--- config.mk ---
export PLATFORM = sky130hd
export DESIGN_NAME = tdm_demux_1x8
export DESIGN_NICKNAME = d
export VERILOG_FILES = /design/src/rtl/tdm_demux_1x8.sv
export SDC_FILE = /design/constraint.sdc
export NUM_CORES = 1
export LEC_CHECK = 0
export ABC_AREA = 0
export CAP_MARGIN = 20
export CORE_ASPECT_RATIO = 1.4
export CORE_MARGIN = 4
export CORE_UTILIZATION = 54
export CTS_CLUSTER_DIAMETER = 80
export DETAILED_ROUTE_END_ITERATION = 8
export PLACE_DENSITY = 0.87
export SLEW_MARGIN = 20
export SYNTH_ARGS = -nofsm -noshare
export SYNTH_HDL_FRONTEND = slang
export SYNTH_SLANG_ARGS = --single-unit
--- constraint.sdc ---
create_clock -name clk -period 5.3 [get_ports clk]
set_input_delay 1.06 -clock clk [delete_from_list [all_inputs] [get_ports clk]]
set_output_delay 1.06 -clock clk [all_outputs]
set_load 0.1 [all_outputs]
--- src/rtl/tdm_demux_1x8.sv ---
// Sequenced 1-to-8 TDM demultiplexer: steers a sample stream into eight lanes
// and publishes each completed frame as one registered word. Optional parity
// slot per frame is enabled with the TDM_DEMUX_PARITY_EN macro.
module tdm_demux_1x8 #(
    parameter int WIDTH = 1
) (
    input  logic                 clk,
    input  logic                 rst_n,
    input  logic                 sync,
    input  logic                 in_valid,
    input  logic [WIDTH-1:0]     in_data,
    output logic [8*WIDTH-1:0]   out_data,
    output logic                 out_valid,
    output logic [2:0]           lane,
    output logic                 abort,
    output logic                 par_err
);

`ifdef TDM_DEMUX_PARITY_EN
    typedef enum logic [1:0] {IDLE, FILL, PAR} state_t;
`else
    typedef enum logic [1:0] {IDLE, FILL} state_t;
`endif

    state_t                  state, state_d;
    logic [2:0]              lane_d;
    logic [7:0][WIDTH-1:0]   staging, stage_d;
    logic                    wr_en;
    logic [2:0]              wr_lane;
    logic                    publish;
    logic                    abort_d;

`ifdef TDM_DEMUX_PARITY_EN
    logic                    par_err_d;
    logic                    par_err_q;
    logic [WIDTH-1:0]        parity;

    always_comb begin
        parity = '0;
        for (int k = 0; k < 8; k++) parity ^= staging[k];
    end

    assign par_err = par_err_q;
`else
    assign par_err = 1'b0;
`endif

    always_ff @(posedge clk or negedge rst_n) begin
        if (!rst_n) begin
            state <= IDLE;
            lane  <= 3'd0;
        end else begin
            state <= state_d;
            lane  <= lane_d;
        end
    end

    // NOTE: every signal gets a default at the top so no path leaves it unassigned (no latches).
    always_comb begin
        state_d = state;
        lane_d  = lane;
        wr_en   = 1'b0;
        wr_lane = lane;
        publish = 1'b0;
        abort_d = 1'b0;
`ifdef TDM_DEMUX_PARITY_EN
        par_err_d = 1'b0;
`endif
        if (in_valid) begin
            case (state)
                IDLE: begin
                    if (sync) begin
                        wr_en   = 1'b1;
                        wr_lane = 3'd0;
                        lane_d  = 3'd1;
                        state_d = FILL;
                    end
                end
                FILL: begin
                    wr_en = 1'b1;
                    if (sync && lane != 3'd0) begin
                        abort_d = 1'b1;
                        wr_lane = 3'd0;
                        lane_d  = 3'd1;
                    end else begin
                        // lane wraps 7 -> 0 naturally; a sync at lane 0 is an ordinary frame start
                        lane_d = lane + 3'd1;
                        if (lane == 3'd7) begin
`ifdef TDM_DEMUX_PARITY_EN
                            state_d = PAR;
`else
                            publish = 1'b1;
`endif
                        end
                    end
                end
`ifdef TDM_DEMUX_PARITY_EN
                PAR: begin
                    state_d = FILL;
                    if (sync) begin
                        abort_d = 1'b1;
                        wr_en   = 1'b1;
                        wr_lane = 3'd0;
                        lane_d  = 3'd1;
                    end else if (in_data == parity) begin
                        publish = 1'b1;
                        lane_d  = 3'd0;
                    end else begin
                        par_err_d = 1'b1;
                        lane_d    = 3'd0;
                    end
                end
`endif
                default: state_d = IDLE;
            endcase
        end
    end

    // Staging with the current sample merged in, so the lane-7 write and the publish share one edge.
    always_comb begin
        stage_d = staging;
        if (wr_en) stage_d[wr_lane] = in_data;
    end

    // NOTE: staging is reset explicitly so a cleared block never publishes undefined lanes.
    always_ff @(posedge clk or negedge rst_n) begin
        if (!rst_n) begin
            staging   <= '0;
            out_data  <= '0;
            out_valid <= 1'b0;
            abort     <= 1'b0;
`ifdef TDM_DEMUX_PARITY_EN
            par_err_q <= 1'b0;
`endif
        end else begin
            staging   <= stage_d;
            out_valid <= publish;
            abort     <= abort_d;
            if (publish) out_data <= stage_d;
`ifdef TDM_DEMUX_PARITY_EN
            par_err_q <= par_err_d;
`endif
        end
    end

endmodule

Yosys cells after proc, flatten, opt, wreduce, memory -nomap -nowiden. Cells that the tools add are included. W data, S select, Z words.

Output and inout bits: 14. Bits in registers: 23. Input port bits: 5. Word-level logic and storage cells: 50.

Equal/unequal tests: 3. Bitwise logic cells: 1. Magnitude comparators: 2. $add $sub $neg: 1. Multiplexer cells: 23. Reduce and logical (&&, ||, !) cells: 7.

Operator list (count): $mux W3 (5); $pmux W3 S2 (2); $mux W1 (10); $bwmux W8 (1); $mux W8 (1); $reduce_and A3 Y1 (2); $lt A3 B4 Y1 const B (1); $pmux W2 S2 (1); $add A3 B1 Y3 const B (1); $demux W1 S3 (1); $eq A3 B3 Y1 const B (1); $ge A3 B1 Y1 const B (1); $reduce_bool A3 Y1 (1); $eq A2 B1 Y1 const B (1); $logic_and A1 B1 Y1 (2); $logic_not A2 Y1 (1); $mux W2 (1); $ne A2 B2 Y1 const B (1); $pmux W1 S2 (1); $reduce_bool A2 Y1 (1); $not A1 Y1 (1).

Logic depth before layout (Yosys ltp).
Depth in word-level cells: 11. Depth in mapped cells: 7. Depth with buffers taken out: 6.

Worst setup path before layout. OpenSTA, ideal clock, no wires.

Kind: register -> register. Start: register lane[0]. End: register staging[1] (netlist name). Path buffers: 0. Arrival: 2387 ps. Required time: 5175 ps. Stages on the path, launching flop included: 7. Setup slack: 2788 ps. Period minus slack after synthesis: 2512 ps. Cells stage by stage: dfrtp_1 -> inv_1 -> ha_1 -> nand3b_1 -> a22oi_1 -> a211o_1 -> mux2_2.

RTL lines: start, declared (RTL line 14) `output logic [2:0] lane,`; start signal, assigned (RTL line 54) `lane <= lane_d;`; end signal, assigned (RTL line 136) `staging <= stage_d;`; end, declared (RTL line 27) `logic [7:0][WIDTH-1:0] staging, stage_d;`.

Final worst setup path.
Start: register lane[0]. End: output port lane[0].

No word-level cell between the ends.

==> impl_metrics.toml <==
[timing]
worst_slew_pin_slew_ns = 1.03
fin_tns_setup_ns = 0
grt_setup_unrepaired = "false"
period_needed_ns = 3.10
clock_skew_ns = 0.00426
fin_crit_sh_pct = 58.5
hold_viol = 0
clock.fmax_mhz = 322
setup_viol = 0
finalMaxSlewViolations = 0
slew-limit-headroom_pct = 31.2

[global_route]
grt_pass1_wl_um = 3200
antenna_found_initial = 0
grt-ovfl-total = 0
first_global_vias = 692
grt_util_all_layers_pct = 16.6
grt_max_degree = 23

[setup_path]
max_stage_delay_ns = 1.20
r2r_slack_ns = 2.84
crit_buf_inv = 1
crit_slowest_cell = "clkdlybuf4s50_1"
cp.required_ns = 4.24
reg2regPathDepth = 5
crit_path_cell_trace = "clkdlybuf4s50_1"
cp.arrival_ns = 2.04
path_class = "reg -> out"
setup.worst_path.end_class = "output pin"
worstPathMaxFanout = 9
cp_num_cells = 1
critPathTopFamily = "buffers and inverters"
reg2reg_to = "out_data[7]"
r2r-start = "lane[0]"
worstSetupStartpointType = "flop"

[pwr]
swShare_pct = 50.7
p_leak_uw = 0.000567
clkPwrFrac_pct = 9.6
power_density_nw_per_um2 = 629
p_seq_share_pct = 34.5
vdd_ir_drop_max_v = 0.000403
p_sw_uw = 387
p_comb_share_pct = 55.9
p_int_uw = 377

[clocking]
root_buffer = "clkbuf_4"
ctsResizeCount = 0
cts_tree = "built"
clkTransAtPathRegs_ns = 0.11
h-tree-depth = 1
cts.path.max_buffers = 2
insertion_delay_ns = 0.30
cts_setup_buffers = 0
cts_buffers = 3
clock_sinks = 22
ctsHoldBuffers = 0

[place]
gp_congestion = 0.828
io_buffer_count = 17
dp.cells = 116
place_area_sq_um = 1190
hpwl_um = 1400

[job]
cap_violations = 0

[route]
dr.pass1.iters = 4
totalWireLength_um = 1950
avgViaCountPerCell = 6.01
drt-wirelength-per-cell_um = 16.4
route.vias.total = 715
post-route-drc-count = 0
first_iter_violations = 15
postRouteAntennaNets = 0

[yosys]
synth.avg_cell_area_sq_um = 12.3
ys_seq_area_share_pct = 53.3
ys_types = 28
synth_nets = 92
ys_ff_latch = 22
synth_area_sq_um = 1030
yosysWarnings = 0
netlist_instances = 84

[floorplanning]
dieArea_sq_um = 2680
rows = 18
start_util_pct = 57.3
fp.dieH_um = 59.7
fp.dieW_um = 45.0
boundaryPins = 19
core_sq_um = 1800

[hold_path]
hp-start = "staging[4]"
hold_depth = 1
hold_class = "reg -> reg"
whs_endpoint = "staging[4]"

[cells_and_area]
nets = 109
syn_to_final_growth_pct = 17.7
n_antenna_cell = 0
final_common_cell = "dfrtp_1"
finish.utilization_pct = 67.4
final_cells = 119
most-common-layout-cells = "dfrtp_1, clkdlybuf4s50_1, mux2_2"
fillers = 142
drive_above_1_share_pct = 16.2
final_area_sq_um = 1210

[status]
status = "finished clean"
==> layer usage <==
| metal | routed length, um | vias to the layer above | GRT usage [%] |
|---|---|---|---|
| met3 | 93 | 7 | 2.41 |
| met5 | 0 | - | 0 |
| li1 | - | 332 | - |
| met4 | 52 | 0 | 8.79 |
| met2 | 993 | 31 | 27.5 |
| met1 | 812 | 345 | 20.2 |
==> kinds of logic (layout without fill, tap and decap cells) <==
logic type	after synthesis	count (layout)	share of synthesized area (%)
AND/OR/NAND/NOR	21	21	11.8
adder cells (fa/ha/maj)	3	3	3.64
other	1	1	0.363
AO/OA/AOI/OAI	14	14	9.21
multiplexers	15	15	17.2
flip-flops	22	22	53.3
buffers and inverters	8	23	4.48
==> area by class of cell <==
| cell class | instances | area [sq um] | area share [%] |
|---|---|---|---|
| tap | 20 | 25.0 | 2.06 |
| clock buffer | 3 | 22.5 | 1.85 |
| sequential | 22 | 551 | 45.3 |
| multi-input combinational | 54 | 435 | 35.8 |
| inverter | 3 | 11.3 | 0.927 |
| timing repair buffer | 17 | 170 | 14.0 |
==> through the flow <==
| step | setup WS (ns) | hold WS, ns | total power (uW) |
|---|---|---|---|
| floorplan | 2.79 | 0.460 | 593 |
| global placement | 2.24 | 0.476 | 680 |
| detailed placement | 2.12 | 0.485 | 694 |
| CTS | 2.20 | 0.511 | 766 |
| global route | 2.13 | 0.526 | 802 |
| finish | 2.20 | 0.507 | 764 |
==> power by group through the flow <==
stage                     sequential, uW  clock (uW)  combinational, uW
final                                264        73.5                427
after global routing                 270        85.7                446
after CTS                            263        74.8                428
after detailed placement             267           0                426
after global placement               263           0                417
after floorplan                      467           0                126
==> sequential cells by signal, indices dropped and copies added, names as in the netlist <==
signal     count
lane           3
state          1
out_data       8
abort          1
staging        8
out_valid      1
==> cells in the mapped netlist <==
cell type	n	area [sq um]
a21o_1	2	15.0
buf_4	4	30.0
dfrtp_1	22	551
a22oi_1	2	15.0
and4_1	1	8.76
a21oi_1	4	20.0
a31oi_1	1	6.26
a22o_1	2	17.5
a211o_1	1	8.76
inv_1	3	11.3
ha_1	3	37.5
mux2_2	10	113
and3_1	1	6.26
buf_2	1	5.00
nand2b_1	2	12.5
and4b_1	1	10.0
mux2i_1	2	20.0
nand4b_1	1	8.76
nand3_1	4	20.0
nand2_1	2	7.51
nand3b_1	1	7.51
mux2_4	3	45.0
nor4b_1	1	8.76
o21ai_0	1	5.00
o31ai_1	1	7.51
conb_1	1	3.75
nor3_1	4	20.0
nor2_1	3	11.3
==> how the worst max path moves through the flow <==
| stage | from | to |
|---|---|---|
| 4_1_cts | lane[1] | lane[1] |
| 3_3_place_gp | in_valid | out_data[2] |
| 5_1_grt | lane[1] | lane[1] |
| 2_1_floorplan | lane[0] | staging[1] |
| 6_report | lane[0] | lane[0] |
| 3_5_place_dp | in_valid | out_data[7] |
No activity file was read; power rests on OpenSTA's default activity.
